===== config.mk =====
export PLATFORM = sky130hd
export DESIGN_NAME = button_conditioner
export DESIGN_NICKNAME = d
export VERILOG_FILES = /design/src/rtl/button_conditioner.sv
export SDC_FILE = /design/constraint.sdc
export NUM_CORES = 1
export LEC_CHECK = 0
export BUFFER_PORTS_ARGS = -buffer_cell sky130_fd_sc_hd__buf_2
export CAP_MARGIN = 20
export CORE_MARGIN = 1.5
export CORE_UTILIZATION = 61
export DETAILED_ROUTE_END_ITERATION = 12
export HOLD_SLACK_MARGIN = 0.03
export PLACE_DENSITY_LB_ADDON = 0.3
export SLEW_MARGIN = 20
export SYNTH_ARGS = -nofsm -noshare
export SYNTH_HDL_FRONTEND = slang
export SYNTH_SLANG_ARGS = --single-unit

===== constraint.sdc =====
create_clock -name clk -period 6.58 [get_ports clk]
set_clock_uncertainty 0.2 [all_clocks]
set_input_delay 1.316 -clock clk [delete_from_list [all_inputs] [get_ports clk]]
set_output_delay 1.316 -clock clk [all_outputs]
set_load 0.01 [all_outputs]

===== src/rtl/button_conditioner.sv =====
// Push-button conditioner: synchroniser, debounce FSM, registered level and edge pulses.
// Build option BTN_ACTIVE_LOW_EN: pin is active-low (pull-up button), inverted at the synchroniser input.
module button_conditioner #(
  parameter int DEBOUNCE_CYCLES = 1000000,
  parameter int SYNC_STAGES     = 2
) (
  input  logic clk,
  input  logic rst,
  input  logic BTN_raw,
  output logic BTN,
  output logic BTN_pos,
  output logic BTN_neg
);

  localparam int CW = $clog2(DEBOUNCE_CYCLES) + 1;
  localparam logic [CW-1:0] CNT_LAST = CW'(DEBOUNCE_CYCLES - 1);
  localparam logic [CW-1:0] CNT_MAX  = {CW{1'b1}};

  typedef enum logic [1:0] {
    RELEASED     = 2'd0,
    WAIT_PRESS   = 2'd1,
    PRESSED      = 2'd2,
    WAIT_RELEASE = 2'd3
  } state_e;

  logic                   pin_lvl;
  logic [SYNC_STAGES-1:0] sync_q;
  logic                   btn_s;

  // Flops always hold the pressed-level, so a cleared chain means "not pressed" in both builds.
`ifdef BTN_ACTIVE_LOW_EN
  assign pin_lvl = ~BTN_raw;
`else
  assign pin_lvl = BTN_raw;
`endif

  always_ff @(posedge clk or negedge rst) begin
    if (!rst) sync_q <= '0;
    else      sync_q <= {sync_q[SYNC_STAGES-2:0], pin_lvl};
  end

  assign btn_s = sync_q[SYNC_STAGES-1];

  state_e          state_q, state_d;
  logic [CW-1:0]   cnt_q, cnt_d, cnt_inc;
  logic            btn_q, btn_d;
  logic            pos_q, pos_d;
  logic            neg_q, neg_d;

  // The entry cycle counts as the first qualifying sample, giving SYNC_STAGES+DEBOUNCE_CYCLES latency.
  assign cnt_inc = (cnt_q == CNT_MAX) ? cnt_q : cnt_q + CW'(1);

  always_comb begin
    state_d = state_q;
    cnt_d   = '0;
    case (state_q)
      RELEASED: begin
        if (btn_s) state_d = WAIT_PRESS;
      end
      WAIT_PRESS: begin
        if (!btn_s)                   state_d = RELEASED;
        else if (cnt_inc == CNT_LAST) state_d = PRESSED;
        else                          cnt_d   = cnt_inc;
      end
      PRESSED: begin
        if (!btn_s) state_d = WAIT_RELEASE;
      end
      WAIT_RELEASE: begin
        if (btn_s)                    state_d = PRESSED;
        else if (cnt_inc == CNT_LAST) state_d = RELEASED;
        else                          cnt_d   = cnt_inc;
      end
      default: state_d = RELEASED;
    endcase
    btn_d = (state_d == PRESSED) || (state_d == WAIT_RELEASE);
    pos_d = btn_d & ~btn_q;
    neg_d = ~btn_d & btn_q;
  end

  always_ff @(posedge clk or negedge rst) begin
    if (!rst) begin
      state_q <= RELEASED;
      cnt_q   <= '0;
      btn_q   <= 1'b0;
      pos_q   <= 1'b0;
      neg_q   <= 1'b0;
    end else begin
      state_q <= state_d;
      cnt_q   <= cnt_d;
      btn_q   <= btn_d;
      pos_q   <= pos_d;
      neg_q   <= neg_d;
    end
  end

  assign BTN     = btn_q;
  assign BTN_pos = pos_q;
  assign BTN_neg = neg_q;

endmodule


# Yosys cells after proc, flatten, opt, wreduce, memory -nomap -nowiden
# Index checks and enable logic that the tools add are counted.
op_classes:
  eq_ne: 7
  bitwise_logic: 4
  reduce_logical: 2
  mux: 12
  n_addsub: 1
op_table:
  columns: ["operator", "n"]
  rows:
  - ["two-way mux 21 bit", 4]
  - ["case mux 21 bit (2 select lines)", 1]
  - ["adder 21 x 1 -> 21 bit (second input constant)", 1]
  - ["equality test 21 x 20 -> 1 bit (second input constant)", 1]
  - ["equality test 21 bit (second input constant)", 1]
  - ["two-way mux 2 bit", 6]
  - ["equality test 2 bit (second input constant)", 4]
  - ["case mux 2 bit (4 select lines)", 1]
  - ["bitwise AND 1 bit", 2]
  - ["equality test 2 x 1 -> 1 bit (second input constant)", 1]
  - ["logical NOT 2 bit", 1]
  - ["NOT 1 bit", 2]
  - ["logical OR 1 bit", 1]
totals:
  elab_cells: 32
  register_bits: 28
  inputBits: 3

# Longest topological paths before layout
# Gate-level depths: netlist of run 1.
logic_depth:
  depth_word: 10
  ltp_mapped: 11

# Worst setup path before layout of run 1
# No wires, ideal clock.
synth_timing:
  path_type: "register -> register"
  start: "reg cnt_q[0]"
  end: "reg cnt_q[5]"
  setup_ps: 137
  arrival_time_ps: 2823
  path_slack_ps: 3420
  path_buffers: 3
  synth_period_minus_slack_ps: 3160
  path_stages_with_launch: 12
  path_cell_list: "dfrtp_1 > ha_1 > nand3_1 > or3_1 > buf_2 > or3_1 > a2111o_1 > nor4_4 > or2_1 > buf_4 > buf_6 > a21oi_1"
synth_between:
  elab_chain_len: 6
  word_cells_on_any_way: 8
synth_lines:
  columns: ["element", "line", "text"]
  rows:
  - ["start, declared", "45", "logic [CW-1:0] cnt_q, cnt_d, cnt_inc;"]
  - ["start signal, assigned", "89", "cnt_q <= cnt_d;"]
  - ["adder 21 x 1 -> 21 bit / equality test 21 bit (equally long branches)", "51", "assign cnt_inc = (cnt_q == CNT_MAX) ? cnt_q : cnt_q + CW'(1);"]
  - ["two-way mux 21 bit (*)", "51", null]
  - ["equality test 21 x 20 -> 1 bit", "62, 70", null]
  - ["two-way mux 21 bit (*)", "62, 70", null]
  - ["two-way mux 21 bit, on equally long branches", "69, 61", null]
  - ["case mux 21 bit (2 select lines) (*)", "56", "case (state_q)"]
  - ["named net cnt_d[5]", "45", null]
# Mark *: on every way through the listed nets, which the timed path passes. The rest lies on a longest branch.

# Worst setup path in the final report of run 1
layout_timing:
  start: "reg cnt_q[0]"
  end: "reg cnt_q[0]"
# Same word-level chain as after synthesis.

==> results of run 1 <==
-- metrics by stage --
step / hold WS [ps] / cells
2_1_floorplan: 131.2 / 171
4_1_cts: 178.0 / 198
3_5_place_dp: 144.3 / 194
3_3_place_gp: 142.3 / 194
5_1_grt: 181.9 / 198
6_report: 173.8 / 198
-- state kept, by name, summed over array words and instances (netlist names) --
signal / flops
cnt_q: 21
state_q: 2
sync_q: 2
BTN: 1
BTN_neg: 1
BTN_pos: 1
-- power groups by stage --
stage          clock (mW)  sequential [mW]  combinational [mW]
2_1_floorplan           0            0.178             0.00456
3_3_place_gp            0            0.178             0.00805
3_5_place_dp            0            0.178             0.00834
4_1_cts             0.116            0.175             0.00840
5_1_grt             0.122            0.175             0.00969
6_report            0.113            0.175             0.00805
-- how the worst max path moves through the flow --
| stage | startpoint | to | slack (ps) | depth (start not counted) |
|---|---|---|---|---|
| 6_report | cnt_q[0]$_DFF_PN0_ | cnt_q[0]$_DFF_PN0_ | 3010 | 8 |
| 5_1_grt | cnt_q[0]$_DFF_PN0_ | cnt_q[2]$_DFF_PN0_ | 2720 | 8 |
| 4_1_cts | cnt_q[0]$_DFF_PN0_ | cnt_q[0]$_DFF_PN0_ | 3020 | 8 |
| 3_5_place_dp | cnt_q[0]$_DFF_PN0_ | cnt_q[2]$_DFF_PN0_ | 3060 | 8 |
| 3_3_place_gp | cnt_q[0]$_DFF_PN0_ | cnt_q[18]$_DFF_PN0_ | 3200 | 8 |
| 2_1_floorplan | cnt_q[0]$_DFF_PN0_ | cnt_q[5]$_DFF_PN0_ | 3420 | 11 |
-- routing by layer --
layer | up-vias | track usage [%] | part of all wire [%]
met1 | 582 | 36.70 | 42
met5 | - | 0 | 0
li1 | 609 | - | -
met4 | 0 | 7.500 | 1.2
met3 | 8 | 3.611 | 7.2
met2 | 50 | 42.68 | 49
-- logic make-up after synthesis --
family                   Yosys count  share of synthesized area [%]
flip-flops                        28                          44.13
buffers and inverters             14                          4.571
AO/OA/AOI/OAI                     30                          12.22
multiplexers                       2                          1.340
AND/OR/NAND/NOR                   78                          27.03
XOR/XNOR                          18                          9.929
adder cells (fa/ha/maj)            1                         0.7879
-- cell usage in the layout, fill, tap and decap left out, types with 3 or more instances in the layout --
cell,count
nor2_1,18
clkbuf_4,3
nand2_1,14
a21oi_1,13
or3_1,3
and3_1,4
nor3b_1,3
nand3_1,13
buf_2,5
and4_1,4
xor2_1,7
xnor2_1,11
o21ai_0,4
dfrtp_1,28
nand4_1,8
-- cell type report --
cell class / count / area [sq um] / share of cell area, %
clock inverter: 1 / 30.03 / 1.833
inverter: 2 / 7.507 / 0.4584
multi-input combinational: 129 / 814.5 / 49.73
timing repair buffer: 5 / 25.02 / 1.528
sequential: 28 / 700.7 / 42.78
tap: 30 / 37.54 / 2.292
clock buffer: 3 / 22.52 / 1.375
-- worst reg2reg max path, cell delays in order, from the launching register on --
cell and delay, ps:
dfrtp_1 490, ha_1 270, nand3_1 200, nor4_2 740, xnor2_1 160, a2111o_1 450
nor4_4 330, or2_1 470, nor2_1 120
==> impl_results.md, run 1 <==
* Post-route design area at approximately 0.0016 sq mm
* Logic pwr share at around 2.7%
* Unrepaired setup endpoints after global routing: false
* Fin crit share at around 54%
* Final worst slack at between 3000 and 4000 ps
* Nets at 173
* Pre-CTS setup slack at a little over 3000 ps
* DRT Pass-1 Iters at 7
* Endpoint type of the worst setup path: flop
* Final setup vio count at 0
* R2R Setup Slk at ~3000 ps
* Switching Share at between 20% and 30%
* CTS tree: done
* DRT Wirelength at between 3000 and 4000 um
* Area growth, synth to finish at 3.152%
* Fraction of layout cells with a size suffix above 1 at a little under 9%
* Synth cell count leaders: dfrtp_1, nor2_1, nand2_1
* Clk slew on worst S/H paths at around 160 ps
* Number of I/O pins at 6
* Min cycle time layout at around 3600 ps
* Fmax at between 0.2 and 0.3 GHz
* Post-DR wirelength/cell at roughly 16 um
* Final Hold Fails at 0
* Antenna Cells at 0
* Cells after Synth at roughly 170
* Clock power share at 38.2%
* Total power at approximately 0.30 mW
* Vias in the first global route at 1176
* GP Congestion at 0.9382
* Post-synthesis register bit count at 28
* Synth top area share at between 40% and 50%
* Average size of a mapped cell at a little over 9 sq um
* Setup TNS at 0 ps
* Worst path required time at around 6600 ps
* Cell area after synthesis at between 0.0015 and 0.002 sq mm
* Initial antenna violation count at 0
* Area contributors post-synth: dfrtp_1, xnor2_1, nor2_1
* GRT Util Overall at approximately a quarter
* Syn Nets at about 180
* Startpoint types: flop
* Worst min-delay path startpoint: sync_q[0]$_DFF_PN0_
* Count leader, synth: dfrtp_1
* Seq pwr share at approximately three fifths
* Rows at 18
* R2R Path End: cnt_q[0]$_DFF_PN0_
* Critical path class: flop to flop
* I/O Buffers at 5
* Number of antenna-violating nets in the routed design at 0
* Worst slew pin tran at around 760 ps
* H-Tree Level Count at 1
* Fin. max-slew vios at 0
* Die area at 0.002918 sq mm
* Placeable core region at 0.002477 sq mm
* Critical register-to-register path startpoint: cnt_q[0]$_DFF_PN0_
* CP top delay family: simple AND/OR/NAND/NOR gates
* Slew margin rel. at approximately half
* CTS Buf Count at 3
* Worst R2R Path Depth at 8
* Prevailing post-synth register cell: dfrtp_1
* Finished Core Util at 66.11%
* Sw Pwr at 0.05951 mW
* Routed vias at roughly 1.2k
* Via/cell ratio at approximately 6.3
* Post-route DRC at 0
* Lkg Pwr at 0.6645 nW
* First-pass GRT wire length at approximately 5600 um
* Hold-fix buffers at CTS at 0
* Post-synth EDFFs at 0
* Worst Hold Endpoint: sync_q[1]$_DFF_PN0_
* Die W at 54.02 um
* Post-CTS setup buffers at 0
* Pwr per Cell Area at 181.0 mW/mm^2
* Worst Path Max Fanout at 14
* Largest net degree at the start of global routing at 29
* YS warnings at 0
* GRT overflow at 0
* Crit path buf inv count at 0
* Post-cts resize count at 0
* P_int at around 0.24 mW
* Initial Util at 64.09%
* Async set-reset flop share out of synthesis at 100.0%
* Hpwl dp at roughly 2300 um
* Max-cap violations at 0
* Layout filler cell count at slightly above 200
* Clock Latency Late Sink at about 330 ps
* DIE HEIGHT at between 50 and 60 um
* HP Class: flop to flop
* Post-Place Cell Area at between 0.0015 and 0.002 sq mm
* Yosys top cell by area: dfrtp_1
* TritonCTS Sinks at 28
* Critical-path cell list: ha_1 -> nand3_1 -> nor4_2 -> xnor2_1 -> a2111o_1 -> nor4_4 -> or2_1 -> nor2_1
* Critical Path Max Stage Delay at between 700 and 800 ps
* Outcome: finished clean
* Crit path max-delay cell type: nor4_2
* CTS Root Cell: clkbuf_4
* Data arrival time of the worst path at 3580 ps
* Seq/Total Area, Yosys at 44.13%
* Hold depth at 0
* Bufs on Longest Clock Path at 2
* Drt first-iter violations at 51
* Max VDD drop at 0.0001721 V
* Synth cell types at 43
(Power assumes the default switching activity.)
==> inputs of run 2 (changes only) <==
--- a/config.mk
+++ b/config.mk
@@ -8,7 +8,7 @@
 export BUFFER_PORTS_ARGS = -buffer_cell sky130_fd_sc_hd__buf_2
 export CAP_MARGIN = 20
 export CORE_MARGIN = 1.5
-export CORE_UTILIZATION = 61
+export CORE_UTILIZATION = 60
 export DETAILED_ROUTE_END_ITERATION = 12
 export HOLD_SLACK_MARGIN = 0.03
 export PLACE_DENSITY_LB_ADDON = 0.3
==> constraint.sdc (replaced) <==
create_clock -name clk -period 3.6 [get_ports clk]
set_clock_uncertainty 0.2 [all_clocks]
set_input_delay 0.72 -clock clk [delete_from_list [all_inputs] [get_ports clk]]
set_output_delay 0.72 -clock clk [all_outputs]
set_load 0.01 [all_outputs]
==> impl_results.md, run 2 (synthesis gave the netlist of run 1 again) <==
* Drt first-iter violations at 54
* Endpoint type of the worst setup path: flop
* Worst Path Max Fanout at 14
* Placeable core region at 0.002500 sq mm
* Unrepaired setup endpoints after global routing: false
* Min cycle time layout at 3429 ps
* Vias in the first global route at 1107
* Number of I/O pins at 6
* Worst min-delay path startpoint: sync_q[0]$_DFF_PN0_
* GP Congestion at about 0.94
* Final Hold Fails at 0
* Clock Latency Late Sink at between 300 and 400 ps
* Post-cts resize count at 0
* DRT Pass-1 Iters at 4
* Final setup vio count at 0
* Max-cap violations at 0
* Startpoint types: flop
* Hold-fix buffers at CTS at 0
* Max reg flops at 21
* Initial antenna violation count at 0
* Post-DR wirelength/cell at approximately 16 um
* Fin. max-slew vios at 0
* Worst path required time at 3610 ps
* Worst slew pin tran at a little over 600 ps
* First-pass GRT wire length at 5092 um
* Number of antenna-violating nets in the routed design at 0
* Data arrival time of the worst path at roughly 3400 ps
* I/O Buffers at 5
* Top Registers: cnt_q: 21 flops, state_q: 2 flops, sync_q: 2 flops
* Layout filler cell count at ~200
* Critical path class: flop to flop
* TritonCTS Sinks at 28
* DIE HEIGHT at roughly 54 um
* Fin crit share at 95.25%
* Largest net degree at the start of global routing at 29
* Total power at 0.5392 mW
* CTS Buf Count at 3
* Via/cell ratio at between 6 and 7
* Post-CTS setup buffers at 0
* Clock power share at between 30% and 40%
* Clk slew on worst S/H paths at around 150 ps
* Post-route DRC at 0
* GRT overflow at 0
* Die W at about 54 um
* GRT Util Overall at between 20% and 30%
* CTS Root Cell: clkbuf_4
* Fraction of layout cells with a size suffix above 1 at ~11%
* Logic pwr share at about 2.7%
* Antenna Cells at 0
* GRT Max-Usage Layer: met2
* Critical register-to-register path startpoint: cnt_q[0]$_DFF_PN0_
* Crit. Startpoint: cnt_q[0]$_DFF_PN0_
* CTS tree: done
* P_int at about 0.43 mW
* Bufs on Longest Clock Path at 2
* HP Class: flop to flop
* Slew margin rel. at 58.40%
* Initial Util at a little under two thirds
* GR Layer Usage met2 at between 30% and 40%
* Grt met1 use at between 30% and 40%
* Die area at ~0.0030 sq mm
* Hpwl dp at ~2300 um
* Outcome: finished clean
* Max VDD drop at 0.0002389 V
* Commonest non-fill, non-tap cell in the layout: dfrtp_1
* Nets at around 180
* Lkg Pwr at between 0.6 and 0.7 nW
* Sw Pwr at between 0.1 and 0.15 mW
* Top reg by flops: cnt_q
* Rows at 18
* Setup TNS at 0 ps
* Area growth, synth to finish at 5.043%
* H-Tree Level Count at 1
* Switching Share at about a fifth
* Met3 Use GR at under 10%
* Routed vias at 1269
* Pwr per Cell Area at roughly 320 mW/mm^2
* Seq pwr share at 59.4%
* Fmax at just under 0.3 GHz
* Most frequent cells in the layout: dfrtp_1, nor2_1, nand2_1
* DRT Wirelength at 3182 um
[run 2: changes by cell type in the layout (fill, tap and decap cells not counted)]
cell	delta
buf_4	+4
[run 2: power by group through the flow]
stage               logic [mW]  registers [mW]  clock network [mW]
floorplan              0.00833           0.325                   0
global placement        0.0148           0.326                   0
detailed placement      0.0150           0.326                   0
CTS                     0.0151           0.320               0.207
global route            0.0172           0.321               0.218
finish                  0.0146           0.320               0.204
[run 2: critical path, stage by stage (launching register included)]
cell	delay, ps
dfrtp_1	490
ha_1	270
nand3_1	120
or3_1	490
or3_1	390
a2111o_1	450
nor4_4	320
or2_1	460
nor2_1	110
[run 2: worst paths after layout]
kind,end,slack [ps],cells after the start
setup / recovery,cnt_q[18]$_DFF_PN0_,170,8
hold / removal,sync_q[1]$_DFF_PN0_,170,0
setup reg to reg,cnt_q[18]$_DFF_PN0_,170,8
hold reg to reg,sync_q[1]$_DFF_PN0_,170,0
max in group asynchronous,state_q[1]$_DFF_PN0_,2610,1
min in group asynchronous,cnt_q[6]$_DFF_PN0_,180,1
[run 2: layout make-up]
| type | instances | area (sq um) | area share, % |
|---|---|---|---|
| Multi-Input combinational cell | 129 | 814.5 | 48.84 |
| Sequential cell | 28 | 700.7 | 42.01 |
| Timing Repair Buffer | 9 | 55.05 | 3.301 |
| Tap cell | 30 | 37.54 | 2.251 |
| Clock inverter | 1 | 30.03 | 1.800 |
| Clock buffer | 3 | 22.52 | 1.350 |
| Inverter | 2 | 7.507 | 0.4501 |
[run 2: through the flow]
stage	worst slack [ps]	util [%]	hold WS, ps	area (sq um)	instances
after floorplan	440.2	-	131.2	1588	171
after global placement	334.5	64.61	138.7	1615	198
after detailed placement	209.6	64.61	143.4	1615	198
after CTS	194.2	66.72	176.4	1668	202
after global routing	14.85	66.72	194.5	1668	202
final	170.8	66.72	172.9	1668	202
[run 2: layer usage]
metal | part of all wire [%] | vias to the layer above
li1 | - | 616
met1 | 47 | 623
met2 | 48 | 26
met3 | 4.5 | 4
met4 | 0.63 | 0
met5 | 0 | -
